===== src/rtl/at25010_pkg.sv =====
// Shared constants and types for the AT25010 EEPROM responder.
// Opcodes are also used by the host-side at25010_if.
package at25010_pkg;

  localparam logic [7:0] OP_READ  = 8'h03;
  localparam logic [7:0] OP_WRITE = 8'h02;
  localparam logic [7:0] OP_WREN  = 8'h06;
  localparam logic [7:0] OP_WRDI  = 8'h04;
  localparam logic [7:0] OP_RDSR  = 8'h05;

  localparam int ST_RDY_N = 0;
  localparam int ST_WEL   = 1;
  localparam int ST_BP0   = 2;
  localparam int ST_BP1   = 3;

  typedef enum logic [2:0] {
    S_IDLE,
    S_CMD,
    S_ADDR,
    S_RD_DATA,
    S_WR_DATA,
    S_STATUS,
    S_IGNORE
  } state_t;

  function automatic logic [7:0] status_byte(input logic wel);
    logic [7:0] s;
    s = '0;
    s[ST_RDY_N] = 1'b0;
    s[ST_WEL]   = wel;
    s[ST_BP0]   = 1'b0;
    s[ST_BP1]   = 1'b0;
    return s;
  endfunction

endpackage


===== src/rtl/at25010_resp_spi_pin_sync.sv =====
// Synchronizes the SPI pins into clk and derives sck edge strobes
// plus a cs_n falling strobe that is only honoured once the pipe has settled.
module spi_pin_sync (
  input  logic clk,
  input  logic rst_n,
  input  logic sck,
  input  logic cs_n,
  input  logic mosi,
  output logic sck_rise,
  output logic sck_fall,
  output logic cs_n_s,
  output logic cs_fall,
  output logic mosi_s
);

  logic [1:0] sck_q;
  logic [1:0] cs_q;
  logic [1:0] mosi_q;
  logic       sck_d_q;
  logic       cs_d_q;
  logic [1:0] settle_q;

  always_ff @(posedge clk or negedge rst_n) begin
    if (!rst_n) begin
      sck_q    <= 2'b00;
      cs_q     <= 2'b11;
      mosi_q   <= 2'b00;
      sck_d_q  <= 1'b0;
      cs_d_q   <= 1'b1;
      settle_q <= 2'd0;
    end else begin
      sck_q   <= {sck_q[0], sck};
      cs_q    <= {cs_q[0], cs_n};
      mosi_q  <= {mosi_q[0], mosi};
      sck_d_q <= sck_q[1];
      cs_d_q  <= cs_q[1];
      if (settle_q != 2'd3) settle_q <= settle_q + 2'd1;
    end
  end

  // A cs_n held low across reset must not look like a new transaction
  assign cs_fall  = (settle_q == 2'd3) & cs_d_q & ~cs_q[1];
  assign sck_rise = sck_q[1] & ~sck_d_q;
  assign sck_fall = ~sck_q[1] & sck_d_q;
  assign cs_n_s   = cs_q[1];
  assign mosi_s   = mosi_q[1];

endmodule


===== src/rtl/at25010_resp.sv =====
// AT25010-compatible SPI EEPROM responder, 128 x 8 array in flops.
// Oversamples the SPI pins on clk; mode 0, MSB first.
module at25010_resp
  import at25010_pkg::*;
#(
  parameter logic [7:0] ERASED_VAL = 8'hFF
) (
  input  logic       clk,
  input  logic       rst_n,
  input  logic       sck,
  input  logic       cs_n,
  input  logic       mosi,
  output logic       miso,
  output logic       wr_en,
  output logic [6:0] wr_addr,
  output logic [7:0] wr_data
);

  logic sck_rise, sck_fall, cs_n_s, cs_fall, mosi_s;

  spi_pin_sync u_sync (
    .clk      (clk),
    .rst_n    (rst_n),
    .sck      (sck),
    .cs_n     (cs_n),
    .mosi     (mosi),
    .sck_rise (sck_rise),
    .sck_fall (sck_fall),
    .cs_n_s   (cs_n_s),
    .cs_fall  (cs_fall),
    .mosi_s   (mosi_s)
  );

  state_t     state_q, state_d;
  logic [2:0] bcnt_q, bcnt_d;
  logic [6:0] sin_q, sin_d;
  logic [7:0] sout_q, sout_d;
  logic       miso_q, miso_d;
  logic       wel_q, wel_d;
  logic [6:0] addr_q, addr_d;
  logic       wmode_q, wmode_d;
  logic       wrote_q, wrote_d;
  logic       wr_en_q, wr_en_d;
  logic [6:0] wr_addr_q, wr_addr_d;
  logic [7:0] wr_data_q, wr_data_d;
  logic [7:0] mem_q [128];
  logic       mem_we;
  logic [6:0] mem_wa;
  logic [7:0] mem_wd;

  logic [7:0] byte_in;
  logic [6:0] addr_inc;
  logic [6:0] page_inc;
  logic       last_bit;

  assign byte_in  = {sin_q, mosi_s};
  assign addr_inc = addr_q + 7'd1;
  assign page_inc = {addr_q[6:3], addr_q[2:0] + 3'd1};
  assign last_bit = (bcnt_q == 3'd7);

  always_comb begin
    state_d   = state_q;
    bcnt_d    = bcnt_q;
    sin_d     = sin_q;
    sout_d    = sout_q;
    miso_d    = miso_q;
    wel_d     = wel_q;
    addr_d    = addr_q;
    wmode_d   = wmode_q;
    wrote_d   = wrote_q;
    wr_en_d   = 1'b0;
    wr_addr_d = wr_addr_q;
    wr_data_d = wr_data_q;
    mem_we    = 1'b0;
    mem_wa    = addr_q;
    mem_wd    = byte_in;
    if (cs_n_s) begin
      state_d = S_IDLE;
      bcnt_d  = 3'd0;
      sin_d   = '0;
      miso_d  = 1'b0;
      wrote_d = 1'b0;
      if (wrote_q) wel_d = 1'b0;
    end else begin
      unique case (state_q)
        S_IDLE: begin
          if (cs_fall) begin
            state_d = S_CMD;
            bcnt_d  = 3'd0;
          end
        end
        S_CMD: begin
          if (sck_rise) begin
            sin_d  = byte_in[6:0];
            bcnt_d = bcnt_q + 3'd1;
            if (last_bit) begin
              unique case (1'b1)
                byte_in == OP_WREN: begin
                  wel_d   = 1'b1;
                  state_d = S_IGNORE;
                end
                byte_in == OP_WRDI: begin
                  wel_d   = 1'b0;
                  state_d = S_IGNORE;
                end
                byte_in == OP_RDSR: begin
                  sout_d  = status_byte(wel_q);
                  state_d = S_STATUS;
                end
                byte_in == OP_READ: begin
                  wmode_d = 1'b0;
                  state_d = S_ADDR;
                end
                byte_in == OP_WRITE: begin
                  wmode_d = 1'b1;
                  state_d = wel_q ? S_ADDR : S_IGNORE;
                end
                default: state_d = S_IGNORE;
              endcase
            end
          end
        end
        S_ADDR: begin
          if (sck_rise) begin
            sin_d  = byte_in[6:0];
            bcnt_d = bcnt_q + 3'd1;
            if (last_bit) begin
              addr_d = byte_in[6:0];
              if (wmode_q) begin
                wrote_d = 1'b1;
                state_d = S_WR_DATA;
              end else begin
                sout_d  = mem_q[byte_in[6:0]];
                state_d = S_RD_DATA;
              end
            end
          end
        end
        S_RD_DATA: begin
          if (sck_fall) begin
            miso_d = sout_q[7];
            bcnt_d = bcnt_q + 3'd1;
            if (last_bit) begin
              addr_d = addr_inc;
              sout_d = mem_q[addr_inc];
            end else begin
              sout_d = {sout_q[6:0], 1'b0};
            end
          end
        end
        S_WR_DATA: begin
          if (sck_rise) begin
            sin_d  = byte_in[6:0];
            bcnt_d = bcnt_q + 3'd1;
            if (last_bit) begin
              mem_we    = 1'b1;
              wr_en_d   = 1'b1;
              wr_addr_d = addr_q;
              wr_data_d = byte_in;
              addr_d    = page_inc;
            end
          end
        end
        S_STATUS: begin
          if (sck_fall) begin
            miso_d = sout_q[7];
            bcnt_d = bcnt_q + 3'd1;
            if (last_bit) sout_d = status_byte(wel_q);
            else sout_d = {sout_q[6:0], 1'b0};
          end
        end
        S_IGNORE: begin
          miso_d = 1'b0;
        end
        default: state_d = S_IDLE;
      endcase
    end
  end

  always_ff @(posedge clk or negedge rst_n) begin
    if (!rst_n) begin
      state_q   <= S_IDLE;
      bcnt_q    <= 3'd0;
      sin_q     <= '0;
      sout_q    <= '0;
      miso_q    <= 1'b0;
      wel_q     <= 1'b0;
      addr_q    <= '0;
      wmode_q   <= 1'b0;
      wrote_q   <= 1'b0;
      wr_en_q   <= 1'b0;
      wr_addr_q <= '0;
      wr_data_q <= '0;
    end else begin
      state_q   <= state_d;
      bcnt_q    <= bcnt_d;
      sin_q     <= sin_d;
      sout_q    <= sout_d;
      miso_q    <= miso_d;
      wel_q     <= wel_d;
      addr_q    <= addr_d;
      wmode_q   <= wmode_d;
      wrote_q   <= wrote_d;
      wr_en_q   <= wr_en_d;
      wr_addr_q <= wr_addr_d;
      wr_data_q <= wr_data_d;
    end
  end

  always_ff @(posedge clk or negedge rst_n) begin
    if (!rst_n) begin
      for (int i = 0; i < 128; i++) mem_q[i] <= ERASED_VAL;
    end else if (mem_we) begin
      mem_q[mem_wa] <= mem_wd;
    end
  end

  assign miso    = miso_q;
  assign wr_en   = wr_en_q;
  assign wr_addr = wr_addr_q;
  assign wr_data = wr_data_q;

endmodule


===== config.mk =====
export PLATFORM = sky130hd
export DESIGN_NAME = at25010_resp
export DESIGN_NICKNAME = d
export VERILOG_FILES = /design/src/rtl/at25010_pkg.sv /design/src/rtl/at25010_resp_spi_pin_sync.sv /design/src/rtl/at25010_resp.sv
export SDC_FILE = /design/constraint.sdc
export NUM_CORES = 2
export LEC_CHECK = 0
export ABC_AREA = 1
export CORE_UTILIZATION = 40
export DETAILED_ROUTE_END_ITERATION = 12
export PLACE_DENSITY_LB_ADDON = 0.15
export SLEW_MARGIN = 10
export SYNTH_ARGS = -nofsm -noshare
export SYNTH_HDL_FRONTEND = slang
export SYNTH_SLANG_ARGS = --single-unit
export TNS_END_PERCENT = 1

===== constraint.sdc =====
create_clock -name clk -period 2.3 [get_ports clk]
set_clock_uncertainty 0.15 [all_clocks]
set_input_delay 0.69 -clock clk [delete_from_list [all_inputs] [get_ports clk]]
set_output_delay 0.69 -clock clk [all_outputs]
set_load 0.03 [all_outputs]

==> impl_results.md <==
- Synth unique cells: 43
- Area of the die: around 150000 um2
- Fin crit share: 1.24
- Final-report max-slew violation count: 0
- Post-Place Setup Slack: -0.761 ns
- First-pass GRT wire length: 371 mm
- Nets: 8318
- Grt ovf: 0
- Final setup vio count: 84
- Die H: between 300 and 400 um
- Largest net degree at the start of global routing: approximately 130
- Reg2Reg Depth: 17
- GRT Total Usage: 0.323
- Synth Flop Type: dfstp_2
- CTS tree: yes
- Worst R2R End: sout_q[3]
- Bufs on Longest Clock Path: 3
- Core Area: 149000 um2
- Failing checks: setup timing
- DIE WIDTH: 390 um
- GP Congestion: 0.982
- Clk_lat worst skew: 0.79 ns
- Total CTS buffers: 132
- Critical path fanouts, max: 6
- # rows: 141
- Multi-input gate area: 28200 um2
- Post-synthesis async set-or-reset flop share: 1.00
- Clock Pin Slew Worst Setup and Hold Paths: 0.06 ns
- Clock Tree Root: clkbuf_16
- Number of global-route vias before repair: 56632
- Crit path launch: u_sync.mosi_q[1]
- Drt first pass iters: 10
- Pleak: 27.3 nW
- Routed Antenna Nets: 0
- Most frequent cells in the layout: nand2_1 (2359), o21ai_0 (1344), dfstp_2 (1027), nand3_1 (728), buf_4 (478)
- FF-to-FF Start: u_sync.mosi_q[1]
- Fin crit period: 2.86 ns
- Initial antenna violation count: 4
- Post-synthesis sequential area ratio: 0.471
- Post-synth EDFFs: 0
- Hold Slack: 0.170 ns
- Antenna cells: 0
- Syn avg cell area: 7.44 um2
- Critical Path AT: 3.39 ns
- Commonest non-fill, non-tap cell in the layout: nand2_1
- Max-Cap Viols: 0
- Critical path type: register to register
- Share of cells above drive strength 1: 0.263
- Vias post-DR: 59901
- VDD IR-drop max: 717 uV
- Worst min path class: primary input to register
- Final wirelength: 249 mm
- Fillers: 14586
- Worst Max-Slew Pin Slew: 0.797 ns
- HPWL after detailed placement: between 150 and 200 mm
- Vias per std cell: roughly 5.8
- Initial DRC Count: 6468
- Slew HR: 0.469
- Average wire per standard cell: 23.9 um
- Port bufs: 21
- Achievable Freq: around 0.35 GHz
- Post-synthesis register bit count: 1082
- Top Ports: 22
- TritonCTS Sinks: 1082
- RSZ-0062 raised after global routing: yes
- Pwr Density: about 630 nW/um2
- Syn Inst Count: 8087
- Syn Nets: approximately 8000
- # DRC: 0
- Register area: 28400 um2
- Setup slack, reg-to-reg: -0.56 ns
- Initial core utilization: 0.405
- Synth-to-layout area growth: 23.3%
- Final hold vios: 0
- WP data required: 2.83 ns
- CP startpoint kind: register
- Cell area after synthesis: 60200 um2
- H-tree depth: 4
- Crit path to: sout_q[3]
- Worst Setup End Kind: register
- Outcome: complete, but fails checks
- Synth warn: 0
- Worst setup margin: -0.557 ns
==> synth_stat cells, types with 10 or more instances <==
master    number  area share
buf_2        263       0.022
nand3_1      803       0.067
buf_4         17      0.0021
inv_1        342       0.021
clkbuf_1     343       0.021
o21ai_0     1465        0.12
buf_1         33      0.0021
a22oi_1       43      0.0054
a21oi_1      363       0.030
nand2_1     2397        0.15
nor2_1       427       0.027
nand2_4       10      0.0019
o21ai_1       81      0.0067
o22ai_1       42      0.0044
buf_6         19      0.0036
o211ai_1     196       0.024
nand4_1       79      0.0082
dfstp_2     1027        0.45
a31oi_1       29      0.0030
dfrtp_1       55       0.023
==> metal layers <==
metal / track usage / vias up / share of wire
met5: 0 / - / 0.00012
met4: 0.147 / 6 / 0.049
met3: 0.0566 / 623 / 0.082
met2: 0.500 / 2796 / 0.45
met1: 0.439 / 28923 / 0.42
li1: - / 27553 / -
==> registers in the layout (all words and copies together), names as in the netlist <==
signal and count:
miso 1, u_sync.sck_d_q 1, u_sync.mosi_q 2, wr_en 1
addr_q 7, wel_q 1, wr_addr 7, sout_q 8
sin_q 7, bcnt_q 3, state_q 3, wr_data 8
u_sync.settle_q 2, wrote_q 1, u_sync.cs_q 2, wmode_q 1
u_sync.sck_q 2, u_sync.cs_d_q 1, mem_q 1024
==> where the power goes <==
part / internal, W / total (W) / switching, W
clock: 0.0135 / 0.0225 / 0.00898
combinational: 0.00152 / 0.00464 / 0.00312
sequential: 0.0192 / 0.0193 / 0.0000627
==> timing repair <==
item / 4_1_cts / 5_1_grt
gates cloned: 15 / 2
hold buffers: 1 / 0
pin swaps: 31 / 23
setup buffers: 37 / 13
resized for setup: 263 / 177
hold endpoints to repair: 13 / 0
setup endpoints to repair: 708 / 947
==> per-stage QoR <==
stage | area, um2 | power (W) | TNS (ns) | instances | util
final | 74200 | 0.0464 | -8.03 | 10416 | 0.499
after CTS | 73700 | 0.0465 | -4.37 | 10402 | 0.496
after floorplan | 60200 | 0.0213 | -0.0506 | 8087 | -
after detailed placement | 67500 | 0.0238 | -37.55 | 10110 | 0.454
after global placement | 67500 | 0.0238 | -44.60 | 10110 | 0.454
after global routing | 74200 | 0.0477 | -29.82 | 10416 | 0.499
==> worst min-delay path by stage <==
| stage | startpoint | endpoint | slack [ns] | cells after the start |
|---|---|---|---|---|
| after floorplan | u_sync.mosi_q[0] | u_sync.mosi_q[1] | 0.18 | 0 |
| after global placement | u_sync.mosi_q[0] | u_sync.mosi_q[1] | 0.19 | 0 |
| after detailed placement | u_sync.mosi_q[0] | u_sync.mosi_q[1] | 0.18 | 0 |
| after CTS | cs_n | u_sync.cs_q[0] | 0.13 | 1 |
| after global routing | cs_n | u_sync.cs_q[0] | 0.15 | 1 |
| final | cs_n | u_sync.cs_q[0] | 0.17 | 1 |
==> critical path: stages, from the launching register on <==
cell and delay, ns:
dfrtp_4 0.56, inv_8 0.11, nor2_4 0.05, buf_12 0.16, buf_16 0.17, buf_12 0.16, nand2_1 0.06, nand4_1 0.20
o211ai_1 0.31, nand2_1 0.21, nand3_1 0.11, nand2_1 0.06, inv_2 0.11, nand2_1 0.06, nand2_1 0.06, nand3_1 0.07
nand2_1 0.06, nand2_1 0.04
==> cells by family (layout without fill, tap and decap cells) <==
family,count (synthesis),in the layout,share of synthesized area
adders and majority gates,4,4,0.000832
and+or+nand+nor,3738,3739,0.256
AOI/OAI and AO/OA,2231,2231,0.198
xor gates and xnor gates,3,3,0.000562
DFF,1082,1082,0.471
buffers and inverters,1027,1353,0.0731
muxes,2,2,0.000354
==> area by class of cell <==
type | instances | area share
inverter | 352 | 0.0190
clock buffer | 185 | 0.0528
clock inverter | 54 | 0.00965
tap | 2002 | 0.0338
timing repair inverter | 2 | 0.000439
timing repair buffer | 760 | 0.121
sequential | 1082 | 0.383
multi-input combinational | 5979 | 0.381
(Power assumes the default switching activity.)
